[src/rtl/lsu_pkg.sv]
// Shared definitions for the load-store unit: address map, access widths,
// blank seven-segment pattern and the load extension helper.
package lsu_pkg;

  // Region bases and the IO decode mask (each IO register owns one 4 KiB page)
  localparam logic [31:0] MEM_BASE    = 32'h0000_0000;
  localparam logic [31:0] IO_MASK     = 32'hFFFF_F000;
  localparam logic [31:0] LEDR_BASE   = 32'h1000_0000;
  localparam logic [31:0] LEDG_BASE   = 32'h1000_1000;
  localparam logic [31:0] HEX_LO_BASE = 32'h1000_2000;
  localparam logic [31:0] HEX_HI_BASE = 32'h1000_3000;
  localparam logic [31:0] LCD_BASE    = 32'h1000_4000;
  localparam logic [31:0] SW_BASE     = 32'h1001_0000;
  localparam logic [31:0] BTN_BASE    = 32'h1001_1000;

  // All segments off on an active-low display
  localparam logic [6:0] HEX_BLANK = 7'h7F;

  typedef enum logic [2:0] {
    LS_B  = 3'b000,
    LS_H  = 3'b001,
    LS_W  = 3'b010,
    LS_BU = 3'b100,
    LS_HU = 3'b101
  } funct3_e;

  // True when addr falls in the IO page starting at base
  function automatic logic io_page_hit(input logic [31:0] addr, input logic [31:0] base);
    return (addr & IO_MASK) == base;
  endfunction

  // Sign/zero extension of low-aligned raw load data; unknown widths give 0
  function automatic logic [31:0] load_extend(input logic [31:0] raw, input logic [2:0] f3);
    logic [31:0] r;
    case (f3)
      LS_B:    r = {{24{raw[7]}}, raw[7:0]};
      LS_H:    r = {{16{raw[15]}}, raw[15:0]};
      LS_W:    r = raw;
      LS_BU:   r = {24'b0, raw[7:0]};
      LS_HU:   r = {16'b0, raw[15:0]};
      default: r = '0;
    endcase
    return r;
  endfunction

endpackage

[src/rtl/lsu_io_if.sv]
// Core/memory-side bus of the load-store unit.
// Access semantics: there is no valid/ready handshake. Every cycle the core
// presents one access (lsu_addr/st_data/lsu_wren/funct3); ld_data answers
// combinationally in the same cycle, stores commit on the next rising edge,
// and misaligned reports a rejected IO access one cycle later. The memory
// side is equally single-cycle: mem_rdata must be valid in the cycle that
// mem_addr/mem_mask are presented, and mem_wren writes at the next edge.
interface lsu_io_if #(parameter int MEM_AW = 11);
  logic [31:0]       lsu_addr;
  logic [31:0]       st_data;
  logic              lsu_wren;
  logic [2:0]        funct3;
  logic [31:0]       ld_data;
  logic              misaligned;
  logic [MEM_AW-1:0] mem_addr;
  logic [31:0]       mem_wdata;
  logic [3:0]        mem_mask;
  logic              mem_wren;
  logic [31:0]       mem_rdata;

  // Core datapath plus data memory: drives requests and read data
  modport master (
    output lsu_addr, st_data, lsu_wren, funct3, mem_rdata,
    input  ld_data, misaligned, mem_addr, mem_wdata, mem_mask, mem_wren
  );

  // Load-store unit
  modport slave (
    input  lsu_addr, st_data, lsu_wren, funct3, mem_rdata,
    output ld_data, misaligned, mem_addr, mem_wdata, mem_mask, mem_wren
  );
endinterface

[src/rtl/lsu_io_sync_ff.sv]
// N-stage flop synchroniser for asynchronous board inputs, with a
// synchronous active-low clear.
module sync_ff #(
  parameter int W = 1,
  parameter int N = 2
) (
  input  logic         clk,
  input  logic         clear_n,
  input  logic [W-1:0] d,
  output logic [W-1:0] q
);

  logic [W-1:0] stage [N];

  // Shift the input through N flops; clear empties the whole chain
  always_ff @(posedge clk) begin
    if (!clear_n) begin
      for (int i = 0; i < N; i++) stage[i] <= '0;
    end else begin
      stage[0] <= d;
      for (int i = 1; i < N; i++) stage[i] <= stage[i-1];
    end
  end

  assign q = stage[N-1];

endmodule

[src/rtl/lsu_io.sv]
// Load-store unit: address decode, memory byte-mask generation,
// memory-mapped output registers and load data extension.
module lsu_io
  import lsu_pkg::*;
#(
  parameter int MEM_AW = 11,
  parameter int SYNC_N = 2
) (
  input  logic        i_clk,
  input  logic        i_reset,
  lsu_io_if.slave     bus,
  output logic [31:0] io_ledr,
  output logic [31:0] io_ledg,
  output logic [6:0]  io_hex0,
  output logic [6:0]  io_hex1,
  output logic [6:0]  io_hex2,
  output logic [6:0]  io_hex3,
  output logic [6:0]  io_hex4,
  output logic [6:0]  io_hex5,
  output logic [6:0]  io_hex6,
  output logic [6:0]  io_hex7,
  output logic [31:0] io_lcd,
  input  logic [31:0] io_sw,
  input  logic [3:0]  io_btn
);

  logic [31:0] ledr, ledg, lcd;
  logic [6:0]  hex [8];
  logic [31:0] sw_sync;
  logic [3:0]  btn_sync;
  logic        misaligned_q;

  logic [3:0]  size_mask;
  logic        f3_valid;
  logic [1:0]  off;
  logic        hit_mem, hit_ledr, hit_ledg, hit_hex_lo, hit_hex_hi, hit_lcd, hit_sw, hit_btn;
  logic        hit_io, misalign, io_ok, io_we;
  logic [3:0]  lane_we;
  logic [31:0] wdata_sh, io_word, ld_raw;

  // Board inputs cross into the clock domain before any load can see them
  sync_ff #(.W(32), .N(SYNC_N)) u_sw_sync (
    .clk(i_clk), .clear_n(i_reset), .d(io_sw), .q(sw_sync)
  );
  sync_ff #(.W(4), .N(SYNC_N)) u_btn_sync (
    .clk(i_clk), .clear_n(i_reset), .d(io_btn), .q(btn_sync)
  );

  // Access width from funct3; unlisted encodings are rejected as invalid
  always_comb begin
    size_mask = 4'b0000;
    f3_valid  = 1'b1;
    case (bus.funct3)
      LS_B, LS_BU: size_mask = 4'b0001;
      LS_H, LS_HU: size_mask = 4'b0011;
      LS_W:        size_mask = 4'b1111;
      default:     f3_valid  = 1'b0;
    endcase
  end

  // Full 32-bit region decode
  assign off        = bus.lsu_addr[1:0];
  assign hit_mem    = ((bus.lsu_addr ^ MEM_BASE) >> MEM_AW) == 32'd0;
  assign hit_ledr   = io_page_hit(bus.lsu_addr, LEDR_BASE);
  assign hit_ledg   = io_page_hit(bus.lsu_addr, LEDG_BASE);
  assign hit_hex_lo = io_page_hit(bus.lsu_addr, HEX_LO_BASE);
  assign hit_hex_hi = io_page_hit(bus.lsu_addr, HEX_HI_BASE);
  assign hit_lcd    = io_page_hit(bus.lsu_addr, LCD_BASE);
  assign hit_sw     = io_page_hit(bus.lsu_addr, SW_BASE);
  assign hit_btn    = io_page_hit(bus.lsu_addr, BTN_BASE);
  assign hit_io     = hit_ledr | hit_ledg | hit_hex_lo | hit_hex_hi | hit_lcd | hit_sw | hit_btn;

  // IO accesses must be naturally aligned; memory tolerates any offset
  assign misalign = (size_mask[1] & off[0]) | (size_mask[3] & (off != 2'b00));
  assign io_ok    = hit_io & f3_valid & ~misalign;
  assign io_we    = i_reset & bus.lsu_wren & io_ok;
  assign lane_we  = size_mask << off;
  assign wdata_sh = bus.st_data << {off, 3'b000};

  // Memory port: lanes stay low-aligned, the memory applies the byte offset
  assign bus.mem_addr  = bus.lsu_addr[MEM_AW-1:0];
  assign bus.mem_wdata = bus.st_data;
  assign bus.mem_mask  = size_mask;
  assign bus.mem_wren  = i_reset & bus.lsu_wren & hit_mem & f3_valid;

  // IO register file: byte-lane writes, untouched lanes hold
  always_ff @(posedge i_clk) begin
    if (!i_reset) begin
      ledr <= '0;
      ledg <= '0;
      lcd  <= '0;
      for (int i = 0; i < 8; i++) hex[i] <= HEX_BLANK;
    end else if (io_we) begin
      for (int k = 0; k < 4; k++) begin
        if (lane_we[k]) begin
          if (hit_ledr)   ledr[8*k +: 8] <= wdata_sh[8*k +: 8];
          if (hit_ledg)   ledg[8*k +: 8] <= wdata_sh[8*k +: 8];
          if (hit_lcd)    lcd[8*k +: 8]  <= wdata_sh[8*k +: 8];
          if (hit_hex_lo) hex[k]         <= wdata_sh[8*k +: 7];
          if (hit_hex_hi) hex[k+4]       <= wdata_sh[8*k +: 7];
        end
      end
    end
  end

  // Rejected IO access is flagged for exactly the following cycle
  always_ff @(posedge i_clk) begin
    if (!i_reset) misaligned_q <= 1'b0;
    else          misaligned_q <= hit_io & f3_valid & misalign;
  end

  // Read-back word of the addressed IO register, then lane select and extend
  always_comb begin
    io_word = '0;
    if (hit_ledr)   io_word = ledr;
    if (hit_ledg)   io_word = ledg;
    if (hit_lcd)    io_word = lcd;
    if (hit_hex_lo) io_word = {1'b0, hex[3], 1'b0, hex[2], 1'b0, hex[1], 1'b0, hex[0]};
    if (hit_hex_hi) io_word = {1'b0, hex[7], 1'b0, hex[6], 1'b0, hex[5], 1'b0, hex[4]};
    if (hit_sw)     io_word = sw_sync;
    if (hit_btn)    io_word = {28'b0, btn_sync};
    ld_raw = '0;
    if (hit_mem)    ld_raw = bus.mem_rdata;
    else if (io_ok) ld_raw = io_word >> {off, 3'b000};
    bus.ld_data = f3_valid ? load_extend(ld_raw, bus.funct3) : '0;
  end

  assign bus.misaligned = misaligned_q;
  assign io_ledr = ledr;
  assign io_ledg = ledg;
  assign io_lcd  = lcd;
  assign io_hex0 = hex[0];
  assign io_hex1 = hex[1];
  assign io_hex2 = hex[2];
  assign io_hex3 = hex[3];
  assign io_hex4 = hex[4];
  assign io_hex5 = hex[5];
  assign io_hex6 = hex[6];
  assign io_hex7 = hex[7];

endmodule
[src/flat_wrapper.sv]
// flat-port wrapper written by rule: the top's interface ports become plain ports
module lsu_io_flat import lsu_pkg::*;
#(
  parameter int MEM_AW = 11,
  parameter int SYNC_N = 2
)
  (i_clk, i_reset, io_ledr, io_ledg, io_hex0, io_hex1, io_hex2, io_hex3, io_hex4, io_hex5, io_hex6, io_hex7, io_lcd, io_sw, io_btn, bus_lsu_addr, bus_st_data, bus_lsu_wren, bus_funct3, bus_mem_rdata, bus_ld_data, bus_misaligned, bus_mem_addr, bus_mem_wdata, bus_mem_mask, bus_mem_wren);
  lsu_io_if #(.MEM_AW(MEM_AW)) bus_i ();
  input  logic i_clk;
  input  logic i_reset;
  output logic [31:0] io_ledr;
  output logic [31:0] io_ledg;
  output logic [6:0] io_hex0;
  output logic [6:0] io_hex1;
  output logic [6:0] io_hex2;
  output logic [6:0] io_hex3;
  output logic [6:0] io_hex4;
  output logic [6:0] io_hex5;
  output logic [6:0] io_hex6;
  output logic [6:0] io_hex7;
  output logic [31:0] io_lcd;
  input  logic [31:0] io_sw;
  input  logic [3:0] io_btn;
  input wire logic [$bits(bus_i.lsu_addr)-1:0] bus_lsu_addr;
  input wire logic [$bits(bus_i.st_data)-1:0] bus_st_data;
  input wire logic [$bits(bus_i.lsu_wren)-1:0] bus_lsu_wren;
  input wire logic [$bits(bus_i.funct3)-1:0] bus_funct3;
  input wire logic [$bits(bus_i.mem_rdata)-1:0] bus_mem_rdata;
  output wire logic [$bits(bus_i.ld_data)-1:0] bus_ld_data;
  output wire logic [$bits(bus_i.misaligned)-1:0] bus_misaligned;
  output wire logic [$bits(bus_i.mem_addr)-1:0] bus_mem_addr;
  output wire logic [$bits(bus_i.mem_wdata)-1:0] bus_mem_wdata;
  output wire logic [$bits(bus_i.mem_mask)-1:0] bus_mem_mask;
  output wire logic [$bits(bus_i.mem_wren)-1:0] bus_mem_wren;
  assign bus_i.lsu_addr = bus_lsu_addr;
  assign bus_i.st_data = bus_st_data;
  assign bus_i.lsu_wren = bus_lsu_wren;
  assign bus_i.funct3 = bus_funct3;
  assign bus_i.mem_rdata = bus_mem_rdata;
  assign bus_ld_data = bus_i.ld_data;
  assign bus_misaligned = bus_i.misaligned;
  assign bus_mem_addr = bus_i.mem_addr;
  assign bus_mem_wdata = bus_i.mem_wdata;
  assign bus_mem_mask = bus_i.mem_mask;
  assign bus_mem_wren = bus_i.mem_wren;
  lsu_io #(.MEM_AW(MEM_AW), .SYNC_N(SYNC_N)) u_core (.i_clk(i_clk), .i_reset(i_reset), .bus(bus_i), .io_ledr(io_ledr), .io_ledg(io_ledg), .io_hex0(io_hex0), .io_hex1(io_hex1), .io_hex2(io_hex2), .io_hex3(io_hex3), .io_hex4(io_hex4), .io_hex5(io_hex5), .io_hex6(io_hex6), .io_hex7(io_hex7), .io_lcd(io_lcd), .io_sw(io_sw), .io_btn(io_btn));
endmodule
[config.mk]
export PLATFORM = sky130hd
export DESIGN_NAME = lsu_io_flat
export DESIGN_NICKNAME = d
export VERILOG_FILES = /design/src/rtl/lsu_pkg.sv /design/src/rtl/lsu_io_if.sv /design/src/rtl/lsu_io_sync_ff.sv /design/src/rtl/lsu_io.sv /design/src/flat_wrapper.sv
export SDC_FILE = /design/constraint.sdc
export NUM_CORES = 1
export LEC_CHECK = 0
export ABC_AREA = 1
export ABC_CLOCK_PERIOD_IN_PS = 9300
export CAP_MARGIN = 20
export CORE_MARGIN = 3
export CORE_UTILIZATION = 45
export DETAILED_ROUTE_END_ITERATION = 6
export PLACE_DENSITY = 0.77
export RECOVER_POWER = 100
export SETUP_SLACK_MARGIN = 0.15
export SLEW_MARGIN = 20
export SYNTH_ARGS = -nofsm -noshare
export SYNTH_HDL_FRONTEND = slang
export SYNTH_SLANG_ARGS = --single-unit
[constraint.sdc]
create_clock -name i_clk -period 9.3 [get_ports i_clk]
set_input_delay 1.395 -clock i_clk [delete_from_list [all_inputs] [get_ports i_clk]]
set_output_delay 1.395 -clock i_clk [all_outputs]
set_load 0.01 [all_outputs]
==> run summary, run 1 <==
The Yosys step of the flow raised 0 warnings. In this run the remaining antenna-violating nets after routing total 0. The sum of routed wire length over all layers was 48.7 mm.

The highest net fanout along the worst path was 24; the number of maximum-capacitance constraint violations was 3. The run gives 520 ps as the latest clock arrival within the worst-skew pair. By count the netlist is led by 545 x sky130_fd_sc_hd__nand2_1, 237 x sky130_fd_sc_hd__inv_1, 192 x sky130_fd_sc_hd__nor2_1. TritonCTS built the clock tree. In this run the vertical extent of the chip is 170 µm. The total instance count after detailed placement is 2396, and the final period utilization is 0.862. The count of TritonRoute iterations in the first routing pass was 6.

The final routed wire length divided by cell count was 20.0 µm. Yosys mapped a number of flops with a built-in enable equal to 49. After layout, the minimum clock period comes to 8020 ps. The area growth from synthesis to layout is 33.8%.

The clock network fraction of design power was 0.444. The tightest min-delay check is of the register to register type. The floorplan step defined a die boundary enclosing 0.0289 mm². Sorting the synthesized cells by area gives the leading types as sky130_fd_sc_hd__dfxtp_1 29%, sky130_fd_sc_hd__nand2_1 17%, sky130_fd_sc_hd__edfxtp_1 12%. The sequential power share was 0.455; the number of setup violations in the final report was 0. Setup slack closes at 1280 ps. The checks that failed: max-capacitance violations, max-slew violations. The run gives 2442 as the final cell count without fillers.

The logs give -1.62 for the headroom to the max-slew limit and 24 for the total CTS buffers. The clock sink count was 225; the maximum VDD drop was 0.103 mV. The run gives 0.461 as the initial standard-cell utilization of the core.

The flow ran to the end, but the final reports show violations. The synthesis-stage register bit count was 225; the final weighted congestion in routability-driven placement was 0.989. In the synthesized netlist the dominant register cell turns out to be sky130_fd_sc_hd__dfxtp_1. For the filler cell count, the log shows 2391. The nature of the critical path endpoint was an output pin. The DRC violation count after routing was 0. The run gives 247 as the number of max-slew violations in the final report.

The share of final-layout standard cells stronger than drive strength 1 came out at 0.0427. The tools report the category of the worst setup path launch point as an input port. The required time of the worst setup path was 7910 ps; the per-cell via count in the routed design was 5.58.

The initial detailed-routing violation count is 1903. Timing analysis after detailed placement gives a worst setup slack of 1810 ps. Cell internal power was estimated by the tool at 1.74 mW. The completed layout was analyzed and its total power is 2.28 mW. After clock tree synthesis, the repair step resized 0 gates.

The run gives 12700 as the via count of the first global-routing pass. 371 I/O pins were placed. The cell count after synthesis came out at 1832. For the pin with the worst max-slew slack, the measured transition is 3930 ps. For the final core utilization, the log shows 0.616. At the worst endpoint, the arrival time is 6630 ps.

The critical path goes through clkdlybuf4s50_1, nor2_1, nand2_1, nor2_1, nand3_1, nand3_1, inv_1, nand2_1, nand3_1, inv_1, nand2_1, nand2_1, nand3_1, nand3_1, nand2_1, inv_1, dlygate4sd3_1. The fraction of synthesis flops using an asynchronous set or reset pin is 0. After the last flow step, the layout net total stands at 2226.

Setup repair after global routing left no endpoint under its margin. The root buffer cell was sky130_fd_sc_hd__clkbuf_16. The logs give 125 MHz for the maximum frequency from static timing analysis and 0 for the post-cts hold buffer count. The critical path is of the input port to output pin type.

Leading cell type by number of instances after synthesis: sky130_fd_sc_hd__nand2_1. The analysis attributes to net switching a power of 0.543 mW. The run gives 0.101 as the relative contribution of combinational cells to total power. The net switching share of the total power came out at 0.238.

On the worst path, the slowest cell contributes a delay of 800 ps. The first global-routing pass estimated 72.2 mm of wire. The horizontal die dimension was 170 µm.

The region available for standard cell placement spans 0.0263 mm². The number of H-tree levels is 1. The tools report the overall global routing resource usage as 0.321. After routing the design area is 0.0162 mm².

For this run the aggregate overflow at the end of global routing stands at 0. Final hold analysis gives a worst-case slack of 410 ps. The area fraction of the dominant cell type after synthesis works out to 0.291. For the total cell area at the placement stage, the log shows 0.0154 mm². The number of nets in the synthesized netlist was 1970; the leakage power was 7.90 nW.

The mean instance size in the synthesized netlist was 6.61 µm². The slowest cell on the critical path was sky130_fd_sc_hd__nor2_1. For the post-CTS setup buffer count, the log shows 0. The run gives 0 as the number of hold violations in the final report. After synthesis, the netlist uses 34 different library cells.

The number of I/O port buffers came out at 352. After clock tree synthesis, the clock-pin slew on the worst setup and hold paths is 60 ps. The routed layout has 13600 vias. The tools report the setup clock skew after layout as 4.48 ps. Sequential-to-total area share from yosys stat: 0.413. For the final routed database, the setup TNS stands at 0 ps.

The areal power density over the cells works out to 141 mW/mm². The maximum number of pins on one net before global-route repair is 92, and the number of antenna violations at the first check in global routing is 3. The floorplan has 59 rows. Summed over all instances, the cell type with the most area after synthesis is sky130_fd_sc_hd__dfxtp_1. For the largest buffer count on any clock path, the log shows 3. The cell area after synthesis came out at 0.0121 mm². The HPWL after detailed placement is 36.5 mm.
==> critical path, delay by kind of cell <==
family | cells | cell delay (ps)
buf+inv | 5 | 1560
simple gates | 12 | 3670
==> state kept, by name, summed over array words and instances, names as in the netlist <==
signal / cells
u_core.bus.misaligned: 1
u_core.hex: 56
u_core.io_lcd: 32
u_core.io_ledg: 32
u_core.io_ledr: 32
u_core.u_btn_sync.stage: 8
u_core.u_sw_sync.stage: 64
==> layer usage <==
layer	track usage	part of all wire	up-vias
met5	0	0.00066	-
met1	0.411	0.37	6145
li1	-	-	6270
met4	0.167	0.060	4
met2	0.507	0.45	1031
met3	0.0762	0.12	185
==> area by class of cell <==
type                            count  area (µm²)  area share
Antenna cell                        1        2.50    0.000154
Clock buffer                       35         713      0.0440
Clock inverter                      9         126     0.00780
Inverter                          243         912      0.0563
Multi-Input combinational cell   1228        5420       0.335
Sequential cell                   225        4990       0.308
Tap cell                          335         419      0.0259
Timing Repair Buffer              366        3610       0.223
==> power by group through the flow <==
stage	logic [mW]	registers, mW	clock network, mW
final	0.230	1.04	1.01
after global routing	0.244	1.04	1.06
after CTS	0.231	1.04	1.02
after detailed placement	0.229	1.06	0
after global placement	0.227	1.06	0
after floorplan	0.0996	1.06	0
==> worst paths after layout <==
kind / startpoint / to / slack [ps] / depth (start not counted)
worst max-delay path: bus_lsu_addr[20] / bus_ld_data[26] / 1280 / 17
worst min-delay path: u_core.u_sw_sync.stage[0][28]$_SDFF_PN0_ / u_core.u_sw_sync.stage[0][60]$_SDFF_PN0_ / 410 / 2
worst max register to register: u_core.io_ledg[17]$_SDFFE_PN0P_ / u_core.io_ledg[17]$_SDFFE_PN0P_ / 8380 / 2
worst min register to register: u_core.u_sw_sync.stage[0][28]$_SDFF_PN0_ / u_core.u_sw_sync.stage[0][60]$_SDFF_PN0_ / 410 / 2
==> cells by family (layout without fill, tap and decap cells) <==
logic type	count (synthesis)	after routing	synth area share
AO/OA/AOI/OAI	257	257	0.114
buffers and inverters	379	653	0.134
flip-flops	225	225	0.413
other	0	1	0
AND/OR/NAND/NOR	971	971	0.340
==> placed cells by master, fill, tap and decap left out, drive strengths merged, types with 2 or more instances in the layout <==
| master | count |
|---|---|
| nand2 | 551 |
| inv | 238 |
| dlygate4sd3 | 218 |
| nor2 | 209 |
| dfxtp | 176 |
| nand3 | 133 |
| clkdlybuf4s50 | 132 |
| o21ai | 116 |
| a21oi | 107 |
| edfxtp | 49 |
| clkbuf | 39 |
| nand4 | 38 |
| or2 | 20 |
| o211ai | 20 |
| nor3 | 18 |
| buf | 12 |
| clkinv | 10 |
| o221ai | 7 |
| bufinv | 3 |
| a22oi | 2 |
Note: power is estimated with default switching activity, not from simulation.
==> run 2, diff against run 1 <==
--- a/config.mk
+++ b/config.mk
@@ -11,6 +11,7 @@
 export CORE_MARGIN = 3
 export CORE_UTILIZATION = 45
 export DETAILED_ROUTE_END_ITERATION = 6
+export GPL_ROUTABILITY_DRIVEN = 0
 export PLACE_DENSITY = 0.77
 export RECOVER_POWER = 100
 export SETUP_SLACK_MARGIN = 0.15
==> run 2 against run 1 <==
The run still ends with max-capacitance violations, max-slew violations left. Largest power group is now clock. Via count down 0.38%. Die area is the same. Critical path depth increased by 1. Final area grew 0.19%. Core utilization increased by 0.12 points.
==> run summary, run 2 (synthesis results as in run 1) <==
Horizontal die dimension: 170 µm. The tools report the number of H-tree levels as 1. Static timing analysis puts the maximum clock frequency at 118 MHz.

The internal power is 1.79 mW, and the total CTS buffers is 25. The checks that failed: max-capacitance violations, max-slew violations. The floorplan has 59 rows. For the initial standard-cell utilization of the core, the log shows 0.461.

The logs give 2.34 mW for the total power and 70 for the maximum number of pins on one net before global-route repair. Summed over all cells, the static leakage comes to 7.93 nW. The multi-input combinational cells in the finished layout cover a total of 0.00542 mm².

Data on the critical path arrives at its endpoint at 7060 ps. The routed design has 49.2 mm of wire. The die height is 170 µm, and the power dissipated by switching net loads is 0.556 mW. Hold repair after CTS inserted 0 buffers. The via total after detailed routing came out at 13600. Clock-pin slew was measured on the worst setup and hold paths at 60 ps.

The logs give 0 for the remaining antenna violation count and 0 for the post-cts sizing count. Setup repair after global routing left no endpoint under its margin. Across the VDD grid, the largest voltage drop is 0.108 mV. Number of nets in the layout: 2227. For the antenna cell count, the log shows 0. STA puts the critical path data required time at 7910 ps. Fill cells in the final layout number 2363. The clock sink count is 225. The first routing iteration left 1928 violations. The largest registers in the layout are u_core.u_sw_sync.stage (64), u_core.hex (56). The logs give 6 for the count of TritonRoute iterations in the first routing pass and 0.443 for the sequential power share. The first global-routing pass estimated 72.6 mm of wire. The register with the most flip-flops in the layout has 64 of them. For the pin with the worst max-slew slack, the measured transition is 3050 ps. The worst setup path is captured at an output pin. The highest net fanout along the worst path is 31, and the number of setup violations in the final report is 0. STA classifies the critical path startpoint as an input port.

Once placement finished, the instance area stood at 0.0154 mm². CTS placed an instance of sky130_fd_sc_hd__clkbuf_16 at the clock tree root. After routing, the total negative slack on setup checks comes to 0 ps.

The latest clock arrival within the worst-skew pair came out at 530 ps. The tools report the overall global routing resource usage as 0.324. DRC violation count after routing: 0. TritonCTS built the clock tree. Dividing total power by cell area gives a power density of 144 mW/mm². The run gives 2 as the number of antenna violations at the first check in global routing.

The final routed wire length divided by cell count was 20.1 µm; the number of maximum-capacitance constraint violations was 5. The total congestion overflow was 0. The number of max-slew violations in the final report came out at 267.

Post-CTS timing repair inserted 0 buffers for setup. Post-route minimum period: 8450 ps. The worst setup path is of the input port to output pin kind. The run finished, with violations left. The routing usage on met1 is 0.421, and the number of top-level pins is 371. The type of the most critical hold path is register to register. The global routing usage on met2 was 0.520; the final period utilization was 0.909. Register with the most flip-flops: u_core.u_sw_sync.stage.

For the clock network fraction of design power, the log shows 0.459. The commonest non-fill, non-tap cell in the layout was sky130_fd_sc_hd__nand2_1. Input and output buffers added on the ports amount to 352.

The largest buffer count on any clock path is 3. For the met3 global-route usage, the log shows 0.0722. The top cell types in the final layout, fill and taps aside, are 547 x sky130_fd_sc_hd__nand2_1, 236 x sky130_fd_sc_hd__inv_1, 219 x sky130_fd_sc_hd__dlygate4sd3_1.

The net switching share of the total power works out to 0.237. Most used routing layer in global routing: met2. For the headroom to the max-slew limit, the log shows -1.03.

The detailed placer's ending HPWL is 36.7 mm. For the relative contribution of combinational cells to total power, the log shows 0.098. In the routed layout, each cell is associated on average with a via count of 5.56.

Hold timing on the final database bottoms out at a slack of 413 ps. The share of final-layout standard cells stronger than drive strength 1 is 0.0413. In the final layout, flip-flops and latches occupy 0.00499 mm². The total area inside the core boundary comes to 0.0263 mm².

The growth of design area from synthesis to finish works out to 34.1%. The via count of the first global-routing pass was 12500; the number of hold violations in the final report was 0. For the setup clock skew after layout, the log shows 5.92 ps.

The die covers 0.0289 mm². After routing the design area is 0.0162 mm².
-- run 2: changes by cell type in the layout (fill, tap and decap cells not counted), moves of 2 or more --
cell / delta
sky130_fd_sc_hd__bufinv_16: +2
sky130_fd_sc_hd__clkbuf_1: +2
sky130_fd_sc_hd__nor2_1: +4
sky130_fd_sc_hd__nor2_2: -4
sky130_fd_sc_hd__o21ai_0: +2
sky130_fd_sc_hd__o21ai_1: -2
-- run 2: worst paths after layout --
path                                       startpoint                                       end  slack [ps]  cells after the start
max                                  bus_lsu_addr[20]                           bus_ld_data[11]         850                     18
max reg2reg           u_core.io_ledg[21]$_SDFFE_PN0P_           u_core.io_ledg[21]$_SDFFE_PN0P_        8360                      2
min reg2reg  u_core.u_sw_sync.stage[0][27]$_SDFF_PN0_  u_core.u_sw_sync.stage[0][59]$_SDFF_PN0_         410                      2
min          u_core.u_sw_sync.stage[0][27]$_SDFF_PN0_  u_core.u_sw_sync.stage[0][59]$_SDFF_PN0_         410                      2
-- run 2: final cells by class --
type | instances | share of cell area
multi-input combinational | 1228 | 0.334
sequential | 225 | 0.308
inverter | 243 | 0.0562
clock inverter | 10 | 0.0110
tap | 335 | 0.0258
clock buffer | 35 | 0.0433
timing repair buffer | 366 | 0.222
-- run 2: per-layer routing --
layer,up-vias,wire length (µm)
met3,157,6090
met5,-,28
met1,6193,18400
met2,954,22200
li1,6275,-
met4,4,2440
-- run 2: power by group through the flow --
stage | logic (mW) | registers [mW] | clock network, mW
global placement | 0.227 | 1.06 | 0
floorplan | 0.0996 | 1.06 | 0
global route | 0.244 | 1.04 | 1.11
CTS | 0.231 | 1.04 | 1.07
detailed placement | 0.230 | 1.06 | 0
finish | 0.229 | 1.04 | 1.07
-- run 2: metrics by stage --
stage	util	setup slack (ps)	std cells
after global routing	0.618	606	2442
after floorplan	-	4560	1832
final	0.618	849	2442
after global placement	0.588	2060	2397
after CTS	0.621	1770	2442
after detailed placement	0.588	1770	2397
-- run 2: worst max-delay path, stage by stage --
cell                              delay [ps]
sky130_fd_sc_hd__clkdlybuf4s50_1         420
sky130_fd_sc_hd__nor2_1                  160
sky130_fd_sc_hd__nand2_1                  80
sky130_fd_sc_hd__nor2_1                 1070
sky130_fd_sc_hd__buf_4                   460
sky130_fd_sc_hd__nand2_1                  90
sky130_fd_sc_hd__nor2_1                 1120
sky130_fd_sc_hd__buf_4                   510
sky130_fd_sc_hd__nor2_1                   90
sky130_fd_sc_hd__nand2_1                 120
sky130_fd_sc_hd__nand3_1                 100
sky130_fd_sc_hd__nand2_1                 150
sky130_fd_sc_hd__nor2_1                   80
sky130_fd_sc_hd__o21ai_0                 290
sky130_fd_sc_hd__nand2_1                  70
sky130_fd_sc_hd__nand3_1                 100
sky130_fd_sc_hd__nand2_1                  60
sky130_fd_sc_hd__dlygate4sd3_1           640
==> variant (flow settings as in run 2) <==
Register the outputs `io_hex0`, `io_hex1`, `io_hex2`, `io_hex3`, `io_hex4`, `io_hex5`, `io_hex6` and `io_hex7`; this adds one clock of latency there. The other outputs are not delayed to match.
--- a/src/rtl/lsu_io.sv
+++ b/src/rtl/lsu_io.sv
@@ -129,13 +129,15 @@
   assign io_ledr = ledr;
   assign io_ledg = ledg;
   assign io_lcd  = lcd;
-  assign io_hex0 = hex[0];
-  assign io_hex1 = hex[1];
-  assign io_hex2 = hex[2];
-  assign io_hex3 = hex[3];
-  assign io_hex4 = hex[4];
-  assign io_hex5 = hex[5];
-  assign io_hex6 = hex[6];
-  assign io_hex7 = hex[7];
+  always_ff @(posedge i_clk) begin
+    io_hex0 <= hex[0];
+    io_hex1 <= hex[1];
+    io_hex2 <= hex[2];
+    io_hex3 <= hex[3];
+    io_hex4 <= hex[4];
+    io_hex5 <= hex[5];
+    io_hex6 <= hex[6];
+    io_hex7 <= hex[7];
+  end
 
 endmodule
Behaviour: not the same (Yosys sat finds a counterexample within 4 cycles, from zero or initial values and one cycle with i_reset low).
==> variant against run 2 <==
The flow finishes with violations (DRC, capacitance limit, slew limit); area after synthesis up 10%; power increased by 15%; register-to-register slack better by 0.08 ns; sequential cell count grew 56; clock skew rose by 0.016 ns; design area up 7.8%; critical path depth shrank 1; die area is 9.7% higher; global-route usage is 2.6 points lower; setup slack better by 0.54 ns; routed wire length fell by 0.49%; highest routed layer is now met4.
==> variant: results (changes against run 2) <==
- Bufs w/o clock: 364 (-0.55%)
- Worst hold stages: 0 (-2)
- Post-Syn Area per Cell: 7.16 sq um (+8.3%)
- Violated checks: DRC, capacitance limit, slew limit
- Synth top area cells: dfxtp_1, nand2_1, edfxtp_1
- Routed via count: 13500 (-0.67%)
- Share of post-route cells with drive strength above 1: 0.0466 (+0.00533)
- R2R Setup Slk: 8.44 ns (+0.08 ns)
- Fmax: 126 MHz (+6.8%)
- Non-Clock Buffer Area Fraction: 0.205 (-0.0172)
- Comb pwr share: 0.083 (-0.015)
- Fraction of area in multi-input gates: 0.307 (-0.0264)
- FF-to-FF End: u_core.io_ledg[23]
- Row cnt: 62 (+5.1%)
- Seq/Total Area, Yosys: 0.459 (+0.0464)
- Leak Pwr: 8.50 nW (+7.2%)
- Seq Cell Count: 281 (+25%)
- Worst Max-Slew Pin Slew: 4.01 ns (+0.962 ns)
- Non-clock inverters: 251 (+3.3%)
- Vias per Instance: 5.33 (-4.1%)
- Max FO, Critical Path: 44 (+42%)
- Clk tree area frac: 0.0565 (+0.00216)
- Pre-Repair DR Iteration Count: 7 (+1)
- TritonCTS Buffers: 29 (+16%)
- Worst path slowest cell: clkbuf_1
- Hold slack: 0.378 ns (-0.0351 ns)
- Multi-In Gates: 1195 (-2.7%)
- Number of max-cap violations: 3 (-2)
- Fraction of area in registers: 0.350 (+0.0419)
- GRT Util Overall: 0.298 (-0.0260)
- Post-DP Area: 16700 sq um (+7.9%)
- Peak VDD IR: 123 uV (+15%)
- First-pass GRT wire length: 72900 microns (+0.45%)
- Final nets: 2260 (+1.5%)
- Top delay family on crit path: buffers and inverters
- Syn_nets: 2000 (+1.5%)
- WHS Endpoint: u_core.io_hex1[0]
- Clock buffer count: 40 (+14%)
- Reg-to-Reg Start: u_core.io_ledg[23]
- Largest net degree at the start of global routing: 94 (+34%)
- Crit-path max cell delay: 0.72 ns (-0.40 ns)
- DRC Markers: 18 (+18)
- Detailed placement HPWL: 36900 microns (+0.67%)
- Status: finished, violations left
- Place WS: 2.04 ns (+0.272 ns)
- Clk_skew: 0.0216 ns (+0.0156 ns)
- Initial DRC Count: 1709 (-11%)
- Worst skew pair latency: 0.56 ns (+0.03 ns)
- Slew Limit Fails: 197 (-26%)
## variant: cell types whose count changed after synthesis, sizes merged, moves of 5 or more
cell | run 2 | this run
nand3 | 133 | 141
nor2 | 209 | 189
dfxtp | 176 | 232
a21oi | 107 | 120
nor3 | 18 | 12
nand2 | 551 | 531
buf | 81 | 76
o21ai | 116 | 103
## variant: routing by layer
layer | up-vias | wire [microns] | share of wire | track usage
li1 | 6360 | - | - | -
met5 | - | 0 | 0 | 0
met3 | 146 | 5880 | 0.12 | 0.0724
met2 | 862 | 22300 | 0.45 | 0.486
met4 | 0 | 2370 | 0.048 | 0.132
met1 | 6124 | 18400 | 0.38 | 0.374
## variant: kinds of logic (layout without fill, tap and decap cells)
group           after synthesis  in the layout
flops                       281            281
compound gates              261            261
buf+inv                     386            669
simple gates                934            934
